==> src/rtl/register_storage_pkg.sv <==
// Shared definitions for the register-storage serializer/deserializer pair.
// Both directions use the same two-state IDLE/SHIFT encoding.
package register_storage_pkg;

    typedef enum logic {
        ST_IDLE  = 1'b0,
        ST_SHIFT = 1'b1
    } shift_state_e;

endpackage

==> src/rtl/register_storage_piso_4_bit_counter.sv <==
// Bit position counter for a WIDTH-bit word; saturates at WIDTH-1 and
// flags the final position with a registered at_last.
module bit_index_counter #(
    parameter int WIDTH = 4
) (
    input  logic                       clk,
    input  logic                       clear,
    input  logic                       inc,
    output logic [$clog2(WIDTH)-1:0]   index,
    output logic                       at_last
);

    localparam int IW = $clog2(WIDTH);
    localparam logic [IW-1:0] LAST_IDX = IW'(WIDTH - 1);

    logic [IW-1:0] index_q, index_d;
    logic          at_last_q, at_last_d;

    always_comb begin
        index_d   = index_q;
        at_last_d = at_last_q;
        if (inc && !at_last_q) begin
            index_d   = index_q + 1'b1;
            at_last_d = (index_d == LAST_IDX);
        end
    end

    // WIDTH >= 2, so index 0 is never the last position.
    always_ff @(posedge clk) begin
        if (clear) begin
            index_q   <= '0;
            at_last_q <= 1'b0;
        end else begin
            index_q   <= index_d;
            at_last_q <= at_last_d;
        end
    end

    assign index   = index_q;
    assign at_last = at_last_q;

endmodule

==> src/rtl/register_storage_piso_4_bit.sv <==
// Parallel-in serial-out register with valid/ready handshakes on both sides.
// A new word may load on the edge that consumes the last bit, giving gapless streams.
module register_storage_piso_4_bit #(
    parameter int WIDTH     = 4,
    parameter bit MSB_FIRST = 1'b1
) (
    input  logic             clk,
    input  logic             clear,
    input  logic [WIDTH-1:0] parallel_in,
    input  logic             in_valid,
    output logic             in_ready,
    output logic             serial_out,
    output logic             serial_valid,
    input  logic             serial_ready,
    output logic             last_bit
);

    import register_storage_pkg::*;

    localparam int IW = $clog2(WIDTH);
    localparam logic [IW-1:0] LAST_IDX = IW'(WIDTH - 1);

    shift_state_e     state_q, state_d;
    logic [WIDTH-1:0] shreg_q, shreg_d, shreg_shifted;
    logic [IW-1:0]    index;
    logic             at_last;
    logic             accept, consume, word_done;
    logic             cnt_clear;

    generate
        if (MSB_FIRST) begin : g_msb_first
            assign shreg_shifted = {shreg_q[WIDTH-2:0], 1'b0};
            assign serial_out    = shreg_q[WIDTH-1];
        end else begin : g_lsb_first
            assign shreg_shifted = {1'b0, shreg_q[WIDTH-1:1]};
            assign serial_out    = shreg_q[0];
        end
    endgenerate

    assign serial_valid = (state_q == ST_SHIFT);
    assign last_bit     = at_last;
    assign consume      = serial_valid && serial_ready;
    assign word_done    = consume && (index == LAST_IDX);
    // A word can only enter when the slot is empty or is being vacated this edge.
    assign in_ready     = !clear && ((state_q == ST_IDLE) || (at_last && serial_ready));
    assign accept       = in_valid && in_ready;
    assign cnt_clear    = clear || accept || word_done;

    always_comb begin
        state_d = state_q;
        shreg_d = shreg_q;
        if (accept) begin
            state_d = ST_SHIFT;
            shreg_d = parallel_in;
        end else if (word_done) begin
            state_d = ST_IDLE;
            shreg_d = '0;
        end else if (consume) begin
            shreg_d = shreg_shifted;
        end
    end

    always_ff @(posedge clk) begin
        if (clear) begin
            state_q <= ST_IDLE;
            shreg_q <= '0;
        end else begin
            state_q <= state_d;
            shreg_q <= shreg_d;
        end
    end

    bit_index_counter #(
        .WIDTH (WIDTH)
    ) u_bit_index_counter (
        .clk     (clk),
        .clear   (cnt_clear),
        .inc     (consume),
        .index   (index),
        .at_last (at_last)
    );

endmodule
==> config.mk <==
export PLATFORM = sky130hd
export DESIGN_NAME = register_storage_piso_4_bit
export DESIGN_NICKNAME = d
export VERILOG_FILES = /design/src/rtl/register_storage_pkg.sv /design/src/rtl/register_storage_piso_4_bit_counter.sv /design/src/rtl/register_storage_piso_4_bit.sv
export SDC_FILE = /design/constraint.sdc
export NUM_CORES = 1
export LEC_CHECK = 0
export BUFFER_PORTS_ARGS = -buffer_cell sky130_fd_sc_hd__buf_2
export CAP_MARGIN = 20
export CORE_MARGIN = 10
export CORE_UTILIZATION = 25
export DETAILED_ROUTE_END_ITERATION = 7
export GPL_ROUTABILITY_DRIVEN = 0
export GPL_TIMING_DRIVEN = 0
export SKIP_CTS_REPAIR_TIMING = 1
export SLEW_MARGIN = 20
export SYNTH_ARGS = -nofsm -noshare
export SYNTH_HDL_FRONTEND = slang
export SYNTH_HIERARCHICAL = 1
export SYNTH_SLANG_ARGS = --single-unit
==> constraint.sdc <==
create_clock -name clk -period 1.74 [get_ports clk]
set_input_delay 0 -clock clk [delete_from_list [all_inputs] [get_ports clk]]
set_output_delay 0 -clock clk [all_outputs]
set_load 0.05 [all_outputs]
==> flow_summary.yaml, run 1 <==
grt:
  grt_overflow_total: 0
  grt_usage_pct: 5.68
  grt_pass1_wl_mm: 1.81
  antenna_found_initial: 0
  grt_pass1_vias: 406
  grt_max_degree: 9
layout:
  drive_gt1_share_pct: 38.7
  fin_nets: 73
  fillerInstances: 200
  area_growth_pct: 24.4
  final_cell_mix: "buf_2 (11), dfxtp_1 (7), nor2_1 (6)"
  layout_commonest_cell: "buf_2"
  n_antenna_cell: 0
sta:
  max_freq_ghz: 0.659
  setup_viol: 0
  drv_slew: 0
  skew_ns: 0.00272
  setup_tns_ns: 0
  tightest_slew_ns: 0.424
  rsz0062_at_grt: "false"
  fin_crit_ns: 1.52
  fin_hold_ws_ns: 0.0102
  final_hold_viol_count: 0
  relSlewSlack_pct: 71.6
  finalCritPeriodShare_pct: 87.2
floorplanning:
  io_pins: 12
  die_w_microns: 62.5
  die_h_microns: 62.5
  dieArea_sq_um: 3910
  row_count: 15
  core_sq_um: 1730
  start_util_pct: 26.2
routing:
  highest_layer: "met3"
  firstDrtPassIters: 4
  wl_met2_microns: 421
  drc: 0
  final_antenna_net_count: 0
  vias: 398
  dr_wl_met3_microns: 105
  finalWirelength_microns: 991
  routed_via_density: 4.57
  drt_iter0_markers: 4
  met1_length_microns: 464
  wl_per_cell_microns: 11.4
synth:
  yosysWarnings: 6
  seq_area_frac_synth_pct: 35.5
  syn-instance-count: 48
  syn_nets: 57
  synth_area_sq_um: 452
  synth_cell_type_count: 20
  synth_seq_cells: 8
  synth_area_per_cell_sq_um: 9.41
clock_network:
  clock_latency_ns: 0.25
  h-tree-depth: 1
  cts.clk_slew.worst_paths_ns: 0.06
  cts_tree: "done"
  clock-sinks: 8
  cts_buffer_depth: 2
  cts-root-buf: "clkbuf_4"
  cts_buffers: 3
pwr:
  power.leakage_nw: 0.232
  worst_ir_drop_vdd_mv: 0.434
  cellPowerDensity_nw_per_um2: 837
setup_path:
  start_kind: "flop"
  arrival_ns: 1.66
  cp_slowest_cell: "dfxtp_1"
  crit_type: "reg2reg"
  end_kind: "flop"
  critPathMaxStageDelay_ns: 0.49
  crit_path_max_fanout: 5
  crit_chain: "a21bo_2 -> nand2_2 -> o211ai_1 -> nor2b_1 -> mux2_4"
  required_ns: 1.89
flow_run:
  cap_violations: 0
outcome:
  status: "finished clean"
min_path:
  min_path_type: "in2reg"
placed_design:
  dp_hpwl_microns: 787
  port_buffers: 11
-- routing by layer --
| metal | up-vias | track usage, % |
|---|---|---|
| li1 | 204 | - |
| met3 | 0 | 4.84 |
| met5 | - | 0 |
| met4 | 0 | 1.12 |
| met2 | 12 | 7.56 |
| met1 | 182 | 6.71 |
-- stage by stage --
step	utilization (%)	power, mW	cell area [sq um]	setup WS (ns)	std cells
5_1_grt	32.5	0.503	562	0.102	87
6_report	32.5	0.470	562	0.223	87
2_1_floorplan	-	0.298	453	0.0119	48
4_1_cts	32.5	0.479	562	0.228	87
3_3_place_gp	31.2	0.329	539	0.258	84
3_5_place_dp	31.2	0.329	539	0.239	84
-- worst max-delay path, delay by kind of cell, from the launching register on --
family	cells	cell delay (ns)
AND/OR/NAND/NOR	2	0.20
AO/OA/AOI/OAI	2	0.46
multiplexers	1	0.27
flip-flops	1	0.49
-- power breakdown --
group	leakage [nW]	total [mW]	internal, mW	switching (mW)
clock network	0.0138	0.146	0.0792	0.0664
registers	0.0659	0.209	0.197	0.0117
logic	0.152	0.116	0.0469	0.0687
-- worst paths after layout --
| kind | startpoint | to | slack (ns) | cells after the start |
|---|---|---|---|---|
| setup / recovery | u_bit_index_counter/at_last | u_bit_index_counter/index[1] | 0.22 | 5 |
| hold / removal | parallel_in[0] | shreg_q[0] | 0.01 | 3 |
| setup reg to reg | u_bit_index_counter/at_last | u_bit_index_counter/index[1] | 0.22 | 5 |
| hold reg to reg | shreg_q[1] | shreg_q[1] | 0.49 | 2 |
-- cell type report --
class | count | area, sq um | area share [%]
multi-input combinational | 37 | 280 | 49.9
inverter | 3 | 11.3 | 2.00
sequential | 8 | 161 | 28.7
timing repair buffer | 11 | 55.1 | 9.80
tap | 25 | 31.3 | 5.57
clock buffer | 3 | 22.5 | 4.01
-- cells by family (layout without fill, tap and decap cells) --
logic type | count (synthesis) | count (layout) | share of synthesized area (%)
AO/OA/AOI/OAI | 12 | 12 | 24.9
adder cells (fa/ha/maj) | 1 | 1 | 2.77
buffers and inverters | 3 | 17 | 2.49
flip-flops | 8 | 8 | 35.5
multiplexers | 3 | 3 | 9.97
AND/OR/NAND/NOR | 21 | 21 | 24.4
-- registers in the layout, summed over array words and instances, names as in the netlist --
register and flops:
u_bit_index_counter/index 2, u_bit_index_counter/at_last 1, shreg_q 4, serial_valid 1
-- cell usage after synthesis --
master,number,area share (%)
dfxtp_1,8,35
nor2_1,6,5.0
a21oi_1,4,4.4
inv_1,3,2.5
mux2_4,3,10
nand2_1,3,2.5
nor2b_1,3,4.2
nor3_1,3,3.3
a2111oi_2,2,6.6
nand3_1,2,2.2
o211ai_1,2,3.3
a21bo_2,1,2.2
a21boi_4,1,4.2
a311oi_1,1,1.9
a32o_1,1,2.2
ha_1,1,2.8
nand2_2,1,1.4
nand2b_1,1,1.4
nand4_1,1,1.4
nor2b_4,1,3.0
Note: power is estimated with default switching activity, not from simulation.
==> inputs of run 2 (changes only) <==
--- a/config.mk
+++ b/config.mk
@@ -7,9 +7,9 @@
 export LEC_CHECK = 0
 export BUFFER_PORTS_ARGS = -buffer_cell sky130_fd_sc_hd__buf_2
 export CAP_MARGIN = 20
-export CORE_MARGIN = 10
-export CORE_UTILIZATION = 25
+export CORE_AREA = 10 10 47 49
 export DETAILED_ROUTE_END_ITERATION = 7
+export DIE_AREA = 0 0 57 59
 export GPL_ROUTABILITY_DRIVEN = 0
 export GPL_TIMING_DRIVEN = 0
 export SKIP_CTS_REPAIR_TIMING = 1
==> run 2 against run 1 <==
Net effect:
- clock power is essentially flat
- sequential power hardly changed
- cell count decreased by 10%
- fmax is 1.0% higher
- critical endpoint unchanged
- global-route usage up 0.57 points
- worst setup slack improved by 0.015 ns
- final area is 2.0% lower
- largest power group unchanged
- non-clock buffer count unchanged
- combinational power barely moved
- utilization increased by 6.7 points
==> flow_summary.yaml, run 2 (synthesized netlist as in run 1, its figures left out) <==
setup_path:
  critPathMaxStageDelay_ns: 0.49
  cp.buffers_inverters: 0
  start_kind: "flop"
  r2r_cells: 5
  arrival_ns: 1.64
  crit_path_max_fanout: 5
  end_kind: "flop"
  required_ns: 1.88
  critPathTopFamily: "flip-flops"
  cp.depth: 5
  crit_chain: "a21bo_2 -> nand2_2 -> o211ai_1 -> nor2b_1 -> mux2_4"
  crit_type: "reg2reg"
  cp_slowest_cell: "dfxtp_1"
pwr:
  worst_ir_drop_vdd_mv: 0.431
  cellPowerDensity_nw_per_um2: 851
  power.leakage_nw: 0.232
  totalPowerFinal_mw: 0.469
routing:
  wl_met2_microns: 460
  final_antenna_net_count: 0
  wl_per_cell_microns: 12.7
  drt_iter0_markers: 7
  dr_wl_met3_microns: 97
  routed_via_density: 5.10
  firstDrtPassIters: 4
  drc: 0
  vias: 398
  met1_length_microns: 424
  finalWirelength_microns: 993
  highest_layer: "met4"
grt:
  grt_pass1_wl_mm: 1.63
  grt_max_degree: 9
  grt_pass1_vias: 392
  grt_overflow_total: 0
  antenna_found_initial: 0
  grt_usage_pct: 6.24
floorplanning:
  die_h_microns: 59
  die_w_microns: 57
  dieArea_sq_um: 3360
  io_pins: 12
  start_util_pct: 32.2
  row_count: 14
  core_sq_um: 1400
layout:
  final_cell_mix: "buf_2 (11), dfxtp_1 (7), nor2_1 (6)"
  area_growth_pct: 21.9
  largest_reg_flops: 4
  fin_nets: 73
  fin_cells: 78
  n_antenna_cell: 0
  layout_commonest_cell: "buf_2"
  drive_gt1_share_pct: 38.7
  top_register: "shreg_q"
clock_network:
  cts_buffer_depth: 2
  clock_latency_ns: 0.26
  cts.clk_slew.worst_paths_ns: 0.06
  cts-root-buf: "clkbuf_4"
  cts_buffers: 3
  cts_tree: "done"
  clock-sinks: 8
  h-tree-depth: 1
flow_run:
  cap_violations: 0
sta:
  setup_tns_ns: 0
  final.setup.worst_slack_ns: 0.238
  fin_crit_ns: 1.50
  relSlewSlack_pct: 72.4
  max_freq_ghz: 0.666
  fin_hold_ws_ns: 0.00657
  skew_ns: 0.00892
  finalCritPeriodShare_pct: 86.3
  final_hold_viol_count: 0
  rsz0062_at_grt: "false"
  drv_slew: 0
  setup_viol: 0
  tightest_slew_ns: 0.412
placed_design:
  port_buffers: 11
  place_ws_ns: 0.256
  dp_hpwl_microns: 797
  dp_cells: 75
min_path:
  min_path_type: "in2reg"
  hold_depth: 3
outcome:
  status: "finished clean"
==> run 2: worst register-to-register path, stage by stage (launching register included) <==
cell	delay [ns]
dfxtp_1	0.49
a21bo_2	0.22
nand2_2	0.09
o211ai_1	0.23
nor2b_1	0.09
mux2_4	0.27
==> run 2: cell type report <==
class / instances / area [sq um]
inverter: 3 / 11.3
tap: 16 / 20.0
timing repair buffer: 11 / 55.1
sequential: 8 / 161
clock buffer: 3 / 22.5
multi-input combinational: 37 / 280
fill: 149 / 851
==> run 2: through the flow <==
stage          utilization [%]  cell area, sq um
2_1_floorplan                -               453
3_3_place_gp              37.7               528
3_5_place_dp              37.7               528
4_1_cts                   39.3               551
5_1_grt                   39.3               551
6_report                  39.3               551
==> run 2: where the power goes <==
| part | internal, mW | leakage, nW | total (mW) | switching [mW] |
|---|---|---|---|---|
| clock | 0.0791 | 0.0138 | 0.144 | 0.0654 |
| combinational | 0.0470 | 0.152 | 0.116 | 0.0690 |
| sequential | 0.197 | 0.0659 | 0.208 | 0.0110 |
| total | 0.323 | 0.232 | 0.469 | 0.145 |
==> run 2: per-layer routing <==
layer	track usage, %	up-vias
met4	3.02	0
met2	9.15	12
met3	5.36	2
met5	0	-
met1	6.12	177
li1	-	207
==> run 2: worst paths after layout <==
kind                               start                           end  slack (ns)
max          u_bit_index_counter/at_last  u_bit_index_counter/index[1]        0.24
max reg2reg  u_bit_index_counter/at_last  u_bit_index_counter/index[1]        0.24
min reg2reg                   shreg_q[1]                    shreg_q[1]        0.49
min                       parallel_in[0]                    shreg_q[0]       0.007
==> inputs of run 3 (changes only) <==
--- a/config.mk
+++ b/config.mk
@@ -8,6 +8,7 @@
 export BUFFER_PORTS_ARGS = -buffer_cell sky130_fd_sc_hd__buf_2
 export CAP_MARGIN = 20
 export CORE_AREA = 10 10 47 49
+export CTS_BUF_LIST = sky130_fd_sc_hd__clkbuf_16
 export DETAILED_ROUTE_END_ITERATION = 7
 export DIE_AREA = 0 0 57 59
 export GPL_ROUTABILITY_DRIVEN = 0
==> run 3 against run 2 <==
Net effect:
- non-clock buffer count unchanged
- clock power rose to 2.6 times the previous value
- global-route usage up 0.17 points
- critical path type unchanged
- largest cell class unchanged
- largest power group is now the clock network
==> flow_summary.yaml, run 3 (synthesized netlist as in run 1, its figures left out) <==
grt:
  grt_pass1_vias: 392
  grt_overflow_total: 0
  grt_pass1_wl_mm: 1.67
  antenna_found_initial: 0
  grt_max_degree: 9
  grt_usage_pct: 6.42
sta:
  skew_ns: 0.00135
  setup_tns_ns: 0
  drv_slew: 0
  fin_crit_ns: 1.49
  final.setup.worst_slack_ns: 0.251
  finalCritPeriodShare_pct: 85.6
  max_freq_ghz: 0.671
  tightest_slew_ns: 0.404
  setup_viol: 0
  final_hold_viol_count: 0
  rsz0062_at_grt: "false"
  relSlewSlack_pct: 73.0
clock_network:
  cts_buffers: 3
  clock_latency_ns: 0.23
  cts_buffer_depth: 2
  cts_tree: "done"
  cts.clk_slew.worst_paths_ns: 0.04
  cts-root-buf: "clkbuf_16"
  h-tree-depth: 1
  clock-sinks: 8
setup_path:
  crit_type: "reg2reg"
  required_ns: 1.85
  end_kind: "flop"
  crit_path_max_fanout: 5
  start_kind: "flop"
  arrival_ns: 1.60
placed_design:
  dp_hpwl_microns: 797
  place_ws_ns: 0.256
  port_buffers: 11
  placed_area_sq_um: 528
routing:
  wl_per_cell_microns: 12.7
  drc: 0
  vias: 382
  finalWirelength_microns: 994
  routed_via_density: 4.90
  drt_iter0_markers: 3
  firstDrtPassIters: 4
  final_antenna_net_count: 0
floorplanning:
  die_w_microns: 57
  start_util_pct: 32.2
  io_pins: 12
  row_count: 14
  die_h_microns: 59
  core_sq_um: 1400
  dieArea_sq_um: 3360
layout:
  fillerInstances: 147
  multi_input_comb_area_sq_um: 280
  largest_reg_flops: 4
  fin_nets: 73
  top_register: "shreg_q"
  drive_gt1_share_pct: 38.7
  final_cell_mix: "buf_2 (11), dfxtp_1 (7), nor2_1 (6)"
  layout_commonest_cell: "buf_2"
  n_antenna_cell: 0
  area_growth_pct: 33.5
  seqCellArea_sq_um: 161
  fin_area_sq_um: 603
outcome:
  status: "finished clean"
pwr:
  power.leakage_nw: 0.255
  worst_ir_drop_vdd_mv: 0.870
  cellPowerDensity_nw_per_um2: 1170
flow_run:
  cap_violations: 0
min_path:
  min_path_type: "in2reg"
-- run 3: path summary, 6_finish.rpt --
kind	from	end	slack [ns]	cells past startpoint
setup reg to reg	u_bit_index_counter/at_last	u_bit_index_counter/index[0]	0.25	5
hold / removal	parallel_in[0]	shreg_q[0]	0.04	3
setup / recovery	u_bit_index_counter/at_last	u_bit_index_counter/index[0]	0.25	5
hold reg to reg	shreg_q[1]	shreg_q[1]	0.49	2
-- run 3: layer usage --
metal	global-route usage, %	up-vias	part of all wire [%]
li1	-	206	-
met1	6.24	168	44
met2	9.61	6	46
met3	4.72	2	7.3
met4	4.03	0	2.5
met5	0	-	0
-- run 3: stage by stage --
step / util, % / power [mW] / cells / hold WS, ns
after global placement: 37.7 / 0.328 / 75 / 0.273
after CTS: 43.0 / 0.716 / 78 / 0.0391
after global routing: 43.0 / 0.742 / 78 / 0.0521
after detailed placement: 37.7 / 0.328 / 75 / 0.279
after floorplan: - / 0.298 / 48 / 0.0689
final: 43.0 / 0.705 / 78 / 0.0419
-- run 3: cell type report --
| cell class | count | area share (%) |
|---|---|---|
| Multi-Input combinational cell | 37 | 46.5 |
| Sequential cell | 8 | 26.8 |
| Clock buffer | 3 | 12.4 |
| Timing Repair Buffer | 11 | 9.13 |
| Tap cell | 16 | 3.32 |
| Inverter | 3 | 1.87 |
-- run 3: power by group --
| part | total, mW | switching (mW) | leakage [nW] | internal [mW] |
|---|---|---|---|---|
| Clock | 0.380 | 0.0844 | 0.0370 | 0.296 |
| Combinational | 0.116 | 0.0686 | 0.152 | 0.0470 |
| Sequential | 0.209 | 0.0108 | 0.0659 | 0.198 |
| Total | 0.705 | 0.164 | 0.255 | 0.541 |
-- run 3: critical path: stages, from the launching register on --
cell and delay, ns:
dfxtp_1 0.48, a21bo_2 0.22, nand2_2 0.09, o211ai_1 0.23, nor2b_1 0.09, mux2_4 0.27
